$ cat src/rtl/joystick_adc_reader_pkg.sv
// Shared types and constants for the joystick ADC reader: frame FSM encoding,
// MCP3008 frame geometry and the MOSI command sequence.
package joystick_adc_pkg;

    typedef enum logic [1:0] {
        S_GAP   = 2'd0,
        S_SETUP = 2'd1,
        S_SHIFT = 2'd2,
        S_DONE  = 2'd3
    } state_t;

    localparam int FRAME_BITS     = 17;
    localparam int FIRST_DATA_BIT = 8;
    localparam int ADC_BITS       = 10;
    localparam logic [ADC_BITS-1:0] AXIS_CENTER = 10'd512;

    // DIN value for SCLK period n: start, single-ended, D2..D0, then zeros.
    function automatic logic cmd_bit(input logic [4:0] period, input logic [2:0] ch);
        case (period)
            5'd1, 5'd2: cmd_bit = 1'b1;
            5'd3:       cmd_bit = ch[2];
            5'd4:       cmd_bit = ch[1];
            5'd5:       cmd_bit = ch[0];
            default:    cmd_bit = 1'b0;
        endcase
    endfunction

endpackage

$ cat src/rtl/joystick_adc_reader_if.sv
// SPI bus between the joystick ADC reader (master) and the MCP3008 (slave).
interface joystick_adc_reader_if;
    logic spi_cs_n;
    logic spi_sclk;
    logic spi_mosi;
    logic spi_miso;

    modport master (output spi_cs_n, output spi_sclk, output spi_mosi, input spi_miso);
    modport slave  (input spi_cs_n, input spi_sclk, input spi_mosi, output spi_miso);
endinterface

$ cat src/rtl/joystick_adc_reader_adc_spi_frame.sv
// One MCP3008 conversion frame: SCLK generation, command shift-out, MISO
// synchronizer and the 10-bit result shift register. All SPI outputs registered.
module adc_spi_frame
    import joystick_adc_pkg::*;
#(
    parameter int SCLK_DIV = 25
) (
    input  logic                clk,
    input  logic                rst,
    input  logic                start_i,
    input  logic [2:0]          channel_i,
    output logic                busy_o,
    output logic                done_o,
    output logic [ADC_BITS-1:0] data_o,
    joystick_adc_reader_if.master spi
);
    localparam int DIV_W = $clog2(SCLK_DIV);
    localparam logic [DIV_W-1:0] DIV_LAST = DIV_W'(SCLK_DIV - 1);

    state_t              state_q, state_d;
    logic [DIV_W-1:0]    div_q, div_d;
    logic [4:0]          per_q, per_d;
    logic [2:0]          ch_q, ch_d;
    logic                sclk_q, sclk_d, mosi_q, mosi_d, cs_n_q, cs_n_d;
    logic [ADC_BITS-1:0] sh_q, sh_d;
    logic                miso_s1_q, miso_s2_q;
    logic                div_last;

    always_ff @(posedge clk) begin
        if (rst) begin
            state_q   <= S_GAP;
            div_q     <= '0;
            per_q     <= '0;
            ch_q      <= '0;
            sclk_q    <= 1'b0;
            mosi_q    <= 1'b0;
            cs_n_q    <= 1'b1;
            sh_q      <= '0;
            miso_s1_q <= 1'b0;
            miso_s2_q <= 1'b0;
        end else begin
            state_q   <= state_d;
            div_q     <= div_d;
            per_q     <= per_d;
            ch_q      <= ch_d;
            sclk_q    <= sclk_d;
            mosi_q    <= mosi_d;
            cs_n_q    <= cs_n_d;
            sh_q      <= sh_d;
            miso_s1_q <= spi.spi_miso;
            miso_s2_q <= miso_s1_q;
        end
    end

    always_comb begin
        state_d  = state_q;
        div_d    = div_q;
        per_d    = per_q;
        ch_d     = ch_q;
        sclk_d   = sclk_q;
        mosi_d   = mosi_q;
        cs_n_d   = cs_n_q;
        sh_d     = sh_q;
        div_last = (div_q == DIV_LAST);
        unique case (state_q)
            S_GAP: begin
                cs_n_d = 1'b1;
                sclk_d = 1'b0;
                mosi_d = 1'b0;
                if (start_i) begin
                    state_d = S_SETUP;
                    ch_d    = channel_i;
                    div_d   = '0;
                    cs_n_d  = 1'b0;
                    mosi_d  = 1'b1;
                end
            end
            S_SETUP: begin
                div_d = div_q + 1'b1;
                if (div_last) begin
                    state_d = S_SHIFT;
                    div_d   = '0;
                    per_d   = 5'd1;
                    sclk_d  = 1'b1;
                end
            end
            S_SHIFT: begin
                div_d = div_q + 1'b1;
                // Two clk into the high phase the synchronizer shows the bit present at the rising edge.
                if (sclk_q && div_q == DIV_W'(1) && per_q >= 5'(FIRST_DATA_BIT))
                    sh_d = {sh_q[ADC_BITS-2:0], miso_s2_q};
                if (div_last) begin
                    div_d = '0;
                    if (sclk_q) begin
                        sclk_d = 1'b0;
                        mosi_d = cmd_bit(per_q + 5'd1, ch_q);
                    end else if (per_q == 5'(FRAME_BITS)) begin
                        state_d = S_DONE;
                        cs_n_d  = 1'b1;
                    end else begin
                        sclk_d = 1'b1;
                        per_d  = per_q + 5'd1;
                    end
                end
            end
            S_DONE:  state_d = S_GAP;
            default: state_d = S_GAP;
        endcase
    end

    assign busy_o       = (state_q != S_GAP);
    assign done_o       = (state_q == S_DONE);
    assign data_o       = sh_q;
    assign spi.spi_cs_n = cs_n_q;
    assign spi.spi_sclk = sclk_q;
    assign spi.spi_mosi = mosi_q;

endmodule

$ cat src/rtl/joystick_adc_reader.sv
// Free-running X/Y joystick reader: alternates ADC channels with an idle gap and
// publishes each X/Y pair atomically with a one-cycle sample_valid strobe.
module joystick_adc_reader
    import joystick_adc_pkg::*;
#(
    parameter int         SCLK_DIV   = 25,
    parameter logic [2:0] CH_X       = 3'd0,
    parameter logic [2:0] CH_Y       = 3'd1,
    parameter int         GAP_CYCLES = 5000
) (
    input  logic                  clk,
    input  logic                  rst,
    input  logic                  en,
    joystick_adc_reader_if.master spi,
    output logic [ADC_BITS-1:0]   x_axis,
    output logic [ADC_BITS-1:0]   y_axis,
    output logic                  sample_valid
);
    if (SCLK_DIV < 2) begin : g_bad_div
        $error("SCLK_DIV must be >= 2");
    end
    if (GAP_CYCLES < 1) begin : g_bad_gap
        $error("GAP_CYCLES must be >= 1");
    end

    localparam int GAP_W = $clog2(GAP_CYCLES + 1);
    localparam logic [GAP_W-1:0] GAP_LAST = GAP_W'(GAP_CYCLES - 1);

    logic [GAP_W-1:0]    gap_q;
    logic                chan_q;  // 0: X frame next, 1: Y frame next
    logic [ADC_BITS-1:0] x_shadow_q, x_q, y_q;
    logic                valid_q;
    logic                busy, done, gap_done, start;
    logic [ADC_BITS-1:0] data;

    assign gap_done = (gap_q == GAP_LAST);
    // A Y frame always follows its X frame so a pair is never split by en.
    assign start    = !busy && gap_done && (en || chan_q);

    adc_spi_frame #(.SCLK_DIV(SCLK_DIV)) u_frame (
        .clk       (clk),
        .rst       (rst),
        .start_i   (start),
        .channel_i (chan_q ? CH_Y : CH_X),
        .busy_o    (busy),
        .done_o    (done),
        .data_o    (data),
        .spi       (spi)
    );

    always_ff @(posedge clk) begin
        if (rst) begin
            gap_q      <= '0;
            chan_q     <= 1'b0;
            x_shadow_q <= AXIS_CENTER;
            x_q        <= AXIS_CENTER;
            y_q        <= AXIS_CENTER;
            valid_q    <= 1'b0;
        end else begin
            valid_q <= done && chan_q;
            if (done) begin
                gap_q  <= '0;
                chan_q <= !chan_q;
                if (chan_q) begin
                    x_q <= x_shadow_q;
                    y_q <= data;
                end else begin
                    x_shadow_q <= data;
                end
            end else if (!busy && !gap_done) begin
                gap_q <= gap_q + 1'b1;
            end
        end
    end

    assign x_axis       = x_q;
    assign y_axis       = y_q;
    assign sample_valid = valid_q;

endmodule

$ cat src/flat_wrapper.sv
// flat-port wrapper written by rule: the top's interface ports become plain ports
module joystick_adc_reader_flat import joystick_adc_pkg::*;
#(
    parameter int         SCLK_DIV   = 25,
    parameter logic [2:0] CH_X       = 3'd0,
    parameter logic [2:0] CH_Y       = 3'd1,
    parameter int         GAP_CYCLES = 5000
)
  (clk, rst, en, x_axis, y_axis, sample_valid, spi_spi_cs_n, spi_spi_sclk, spi_spi_mosi, spi_spi_miso);
  joystick_adc_reader_if spi_i ();
  input  logic clk;
  input  logic rst;
  input  logic en;
  output logic [ADC_BITS-1:0] x_axis;
  output logic [ADC_BITS-1:0] y_axis;
  output logic sample_valid;
  output wire logic [$bits(spi_i.spi_cs_n)-1:0] spi_spi_cs_n;
  output wire logic [$bits(spi_i.spi_sclk)-1:0] spi_spi_sclk;
  output wire logic [$bits(spi_i.spi_mosi)-1:0] spi_spi_mosi;
  input wire logic [$bits(spi_i.spi_miso)-1:0] spi_spi_miso;
  assign spi_spi_cs_n = spi_i.spi_cs_n;
  assign spi_spi_sclk = spi_i.spi_sclk;
  assign spi_spi_mosi = spi_i.spi_mosi;
  assign spi_i.spi_miso = spi_spi_miso;
  joystick_adc_reader #(.SCLK_DIV(SCLK_DIV), .CH_X(CH_X), .CH_Y(CH_Y), .GAP_CYCLES(GAP_CYCLES)) u_core (.clk(clk), .rst(rst), .en(en), .spi(spi_i), .x_axis(x_axis), .y_axis(y_axis), .sample_valid(sample_valid));
endmodule
$ cat config.mk
export PLATFORM = sky130hd
export DESIGN_NAME = joystick_adc_reader_flat
export DESIGN_NICKNAME = d
export VERILOG_FILES = /design/src/rtl/joystick_adc_reader_pkg.sv /design/src/rtl/joystick_adc_reader_if.sv /design/src/rtl/joystick_adc_reader_adc_spi_frame.sv /design/src/rtl/joystick_adc_reader.sv /design/src/flat_wrapper.sv
export SDC_FILE = /design/constraint.sdc
export NUM_CORES = 1
export LEC_CHECK = 0
export BUFFER_PORTS_ARGS = -buffer_cell sky130_fd_sc_hd__buf_4
export CORE_MARGIN = 8
export CORE_UTILIZATION = 55
export CTS_BUF_LIST = sky130_fd_sc_hd__clkbuf_8
export DETAILED_ROUTE_END_ITERATION = 12
export GPL_TIMING_DRIVEN = 0
export PLACE_DENSITY = 0.85
export SYNTH_ARGS = -nofsm -noshare
export SYNTH_HDL_FRONTEND = slang
export SYNTH_SLANG_ARGS = --single-unit
$ cat constraint.sdc
create_clock -name clk -period 2.15 [get_ports clk]
set_input_delay 0.645 -clock clk [delete_from_list [all_inputs] [get_ports clk]]
set_output_delay 0.645 -clock clk [all_outputs]
set_load 0.01 [all_outputs]
[Word level (Yosys, flattened, before mapping)]
Index checks and enable logic that the tools add are counted.
Storage, ports and cells
  register bits after elaboration: 75
Cells by class
  $add $sub $neg: 3
  $lt $le $gt $ge: 1
  equality and inequality tests: 19
  mux-type cells: 30
  bitwise gates (word level): 1
  reduce and logical (&&, ||, !) cells: 29
Operators by type and width (number)
  $mux 5: 6
  $pmux 5 s2: 2
  $add 13x1->13 const B: 1
  $eq 13x13->1 const B: 1
  $mux 1: 12
  $ne 2x2->1 const B: 6
  $add 5x1->5 const B: 2
  $eq 5x1->1 const B: 2
  $eq 5x2->1 const B: 2
  $eq 5x3->1 const B: 2
  $eq 5x5->1 const B: 2
  $mux 2: 5
  $reduce_and 2->1: 5
  $reduce_and 5->1: 2
  $pmux 2 s4: 1
  $reduce_bool 2->1: 4
  $logic_and 1x1->1: 6
  $reduce_and 3->1: 2
  $reduce_or 2->1: 3
  $ge 5x4->1 const B: 1
  $eq 2x2->1 const B: 2
  $pmux 1 s2: 2
  $pmux 1 s4: 1
  $reduce_and 4->1: 1
  8 further kinds: 10

[Logic depth before layout (Yosys ltp)]
  depth in word-level cells: 7
  gate-level depth with buffers: 8
  gate-level depth less buffers: 6

[Hierarchy]
Synthesis repeated with hierarchy kept, for this count alone.
Second synthesis, totals
  cell total of the unflattened synthesis: 347
  area total of the unflattened synthesis: 3264.4 µm²
By module, submodules not included
  joystick_adc_reader: times used 1, cells an instance 172, area each 1657.8 µm², seq. area each 900.9 µm²
  adc_spi_frame: times used 1, cells an instance 175, area each 1606.5 µm², seq. area each 600.6 µm²

[Worst setup path after synthesis]
Ideal clock, no wire load.
  path kind: register to register
  start point: reg u_core.u_frame.state_q[0]
  end point: reg u_core.u_frame.div_q[4]
  library setup time: 86 ps
  data arrival time: 1922 ps
  required time: 2064 ps
  path slack: 142 ps
  cell stages (with the launch flop): 9
  clock period less this slack: 2008 ps
  cells stage by stage: dfxtp_1 -> inv_1 -> ha_1 -> clkbuf_1 -> o21ai_0 -> or4_1 -> buf_2 -> a21o_1 -> a221oi_2
Between the ends
  word-level cells in the longest chain between the ends: 6
  elaborated cells between the ends (all ways): 12
  those cells by class: eq/ne (3); mux (1); reduce/logical (8)
RTL lines
  start, declared: RTL line joystick_adc_reader_adc_spi_frame.sv:20  | state_t state_q, state_d;
  start signal, assigned: RTL line joystick_adc_reader_adc_spi_frame.sv:42  | state_q <= state_d;
  $reduce_bool 2->1: RTL line joystick_adc_reader_adc_spi_frame.sv:111  | assign busy_o = (state_q != S_GAP);
  $logic_not 1->1: RTL line joystick_adc_reader.sv:38  | assign start = !busy && gap_done && (en || chan_q);
  $logic_and 1x1->1 (2 in a row): RTL line joystick_adc_reader.sv:38
  $ne 2x1->1 (no source line)
  $reduce_and 2->1 (no source line)
  end signal, assigned: RTL line joystick_adc_reader_adc_spi_frame.sv:43  | div_q <= div_d;
  end, declared: RTL line joystick_adc_reader_adc_spi_frame.sv:21  | logic [DIV_W-1:0] div_q, div_d;
Parallel ways exist; a longest one is shown, timed or not.
A chain may end at the register's enable or synchronous reset.

[Worst setup path after layout]
  start point: reg u_core.gap_q[6]
  end point: reg u_core.u_frame.state_q[1]
Between the ends
  word-level cells in the longest chain between the ends: 5
RTL lines
  start, declared: RTL line joystick_adc_reader.sv:29  | logic [GAP_W-1:0] gap_q;
  start signal, assigned: RTL line joystick_adc_reader.sv:71  | gap_q <= gap_q + 1'b1;
  $eq 13x13->1: RTL line joystick_adc_reader.sv:36  | assign gap_done = (gap_q == GAP_LAST);
  $logic_and 1x1->1 (2 in a row): RTL line joystick_adc_reader.sv:38
  $ne 2x1->1 (no source line)
  $reduce_and 5->1 (no source line)
No other way between the ends.

==> metrics.txt <==
Final Skew=between 10 and 15 ps; Setup crit start=u_core.gap_q[6]; min Tclk post-route=roughly 2100 ps; Clock transition at path regs=approximately 70 ps; fmax=between 0.4 and 0.5 GHz; GPL Wtd Cong=0.843; Clk network pwr share=0.367; synth warn=0; port bufs=26; PD cells=around 770 nW/µm²; maxcap violations=0; drt first pass iters=4; die area=8220 µm²; IO Count=28; starting density of the core=0.564; hold path start=u_core.u_frame.miso_s1_q; start of the worst register-to-register path=u_core.gap_q[6]; pin count of the biggest net entering global routing=12; Seq pwr share=0.511; CTS tree=built; Synth Flop Type=dfxtp_1; gr ovfl total=0; Ant. Diodes=0; Root Buffer Master=clkbuf_8; pre-CTS setup slack=-344 ps; CTS max path bufs=2; share of cells above drive strength 1=0.147; DRC=0; Relative slew margins=0.530; DIE WIDTH=~91 µm; cell count after placement=approximately 430; Arrival @ worst endpoint=between 2000 and 2500 ps; WL per Instance=about 15 µm; Least-Margin Pin Slew=705 ps; via count=about 2500; # clock sinks=between 70 and 80; final setup TNS=0 ps; post-DP HPWL=4650 µm; NetSw=between 600 and 700 µW; setup slack, reg-to-reg=50 ps; Inserted Clock Buffers=9; final-stage net count=roughly 390; synthesized area per cell=9.19 µm²; number of global-route vias before repair=roughly 2400; Post-synth EDFFs=0; ANT nets after route=0; All-Layer GR Usage=0.161; CTS HTree Levels=3; peak supply drop=approximately 0.50 mV; sequential fraction of the synthesis area=0.476; Post-CTS Setup Inserts=0; Leak Pwr=1.31 nW; worst skew pair latency=about 330 ps; std cell rows=27; detailed router's first-iteration violation count=approximately 140; WL final=between 6000 and 7000 µm; Internal Power=just over 2 mW; final worst slack=just under 50 ps; Worst EP required=2370 ps; Crit. End Element=register; P&R area growth vs syn=17.2%; synthesized area=about 3100 µm²; vias per inst=~5.7; Tcrit/Tclk final=0.977; first-pass GRT wire length=11000 µm; fin cells=446; syn_nets=about 350; critical path type=register to register; Pins Over Slew Limit=0; status=complete, no violations; die height=about 91 µm; Core ar.=5440 µm²; Worst setup SP type=register; Hold Crit Class=register to register; combinational power share=0.122; RSZ-0062 raised after global routing=true; ys async rst share=0; Distinct cells, synth=53; sw frac=0.251; Synth area leaders=dfxtp_1 (48%), a22o_1 (5.1%), nand2_1 (4.9%); cell taking the most area after synthesis=dfxtp_1; final setup fails=0; Fin. Hold Viols=0; CP max FO=5; FF+latch count, synth=73; Syn Inst Count=334; initial antenna violation count=0; Synth top area share=0.476
-- layout make-up --
| cell class | count | area [µm²] |
|---|---|---|
| plain buffers | 14 | 61.3 |
| clock buffers | 10 | 138 |
| clock inverters | 4 | 46.3 |
| fillers | 432 | 1840 |
| inverters | 14 | 52.6 |
| multi-input cells | 232 | 1550 |
| flip-flops and latches | 73 | 1460 |
| well taps | 72 | 90.1 |
| repair buffers | 27 | 200 |
-- worst max-delay path: stages, from the launching register on --
cell     delay [ps]
dfxtp_1         340
or4b_4          590
o41ai_2         490
o21ai_0         250
mux2_2          320
-- per-stage QoR --
step | hold slack (ps) | total power [mW] | utilization | instance area [µm²]
3_5_place_dp | 436 | 1.75 | 0.617 | 3350
5_1_grt | 479 | 2.90 | 0.661 | 3590
2_1_floorplan | 414 | 1.67 | - | 3070
4_1_cts | 457 | 2.76 | 0.651 | 3540
3_3_place_gp | 432 | 1.73 | 0.617 | 3350
6_report | 450 | 2.78 | 0.661 | 3590
-- power by group through the flow --
stage	clock (mW)	sequential (mW)	combinational, mW
after CTS	1.04	1.42	0.308
after floorplan	0	1.45	0.224
final	1.02	1.42	0.339
after global placement	0	1.45	0.284
after detailed placement	0	1.45	0.296
after global routing	1.11	1.42	0.370
-- state kept, by name, summed over array words and instances, names as in the netlist --
register	count
u_core.chan_q	1
u_core.gap_q	13
u_core.sample_valid	1
u_core.u_frame.ch_q	1
u_core.u_frame.data_o	10
u_core.u_frame.div_q	5
u_core.u_frame.miso_s1_q	1
u_core.u_frame.miso_s2_q	1
u_core.u_frame.per_q	5
u_core.u_frame.spi.spi_cs_n	1
u_core.u_frame.spi.spi_mosi	1
u_core.u_frame.spi.spi_sclk	1
u_core.u_frame.state_q	2
u_core.x_axis	10
u_core.x_shadow_q	10
u_core.y_axis	10
-- synth_stat cells, types with 4 or more instances --
master and n:
dfxtp_1 73, nand2_1 40, nor2_1 27, a21oi_1 25, a22o_1 18, nand3_1 14, clkbuf_1 13, inv_1 13
ha_1 11, mux2i_1 11, o21ai_0 11, nor3_1 6, xnor2_1 6, nor2b_1 5, nor4_1 5, nand4_1 4
-- cells in the final DEF (no fill, tap or decap), drive strengths merged, types with 2 or more instances in the layout --
cell type  synthesis  routed
dfxtp             73      73
nand2             40      40
buf                2      29
nor2              27      27
a21oi             25      25
clkbuf            13      22
a22o              18      18
inv               13      14
nand3             14      14
o21ai             12      12
mux2i             11      11
ha                11      11
xnor2              6       6
nor3               6       6
nor4               5       5
nor2b              5       5
nand4              4       4
nand2b             3       3
or3                3       3
xor2               3       3
a211oi             3       3
or4b               3       3
o41ai              2       2
nand4b             2       2
a311oi             2       2
o2111ai            2       2
o22a               2       2
clkinv             1       2
-- per-layer routing --
layer	wire, µm	vias to the layer above	global-route usage
met5	0	-	0
li1	-	1265	-
met2	3120	69	0.255
met3	473	6	0.0565
met4	86	0	0.0693
met1	2900	1186	0.192
-- timing repair --
item | CTS | global route
pin swaps | 0 | 1
endpoints found under the setup margin | 4 | 24
hold endpoints to repair | 0 | 0
cloned | 0 | 1
hold buffers | 0 | 0
gates resized for setup | 2 | 14
-- kinds of logic after synthesis --
kind of cell	Yosys count	synth area share
AOI/OAI and AO/OA	81	0.185
xor gates and xnor gates	9	0.0257
DFF	73	0.476
buffers and inverters	29	0.0363
adders and majority gates	11	0.0449
muxes	12	0.0396
and+or+nand+nor	119	0.192
-- path summary, 6_finish.rpt --
kind,end,cells after the start
setup / recovery,u_core.u_frame.state_q[1],4
setup reg to reg,u_core.u_frame.state_q[1],4
hold reg to reg,u_core.u_frame.miso_s2_q,1
hold / removal,u_core.u_frame.miso_s2_q,1
No activity file was read; power rests on OpenSTA's default activity.
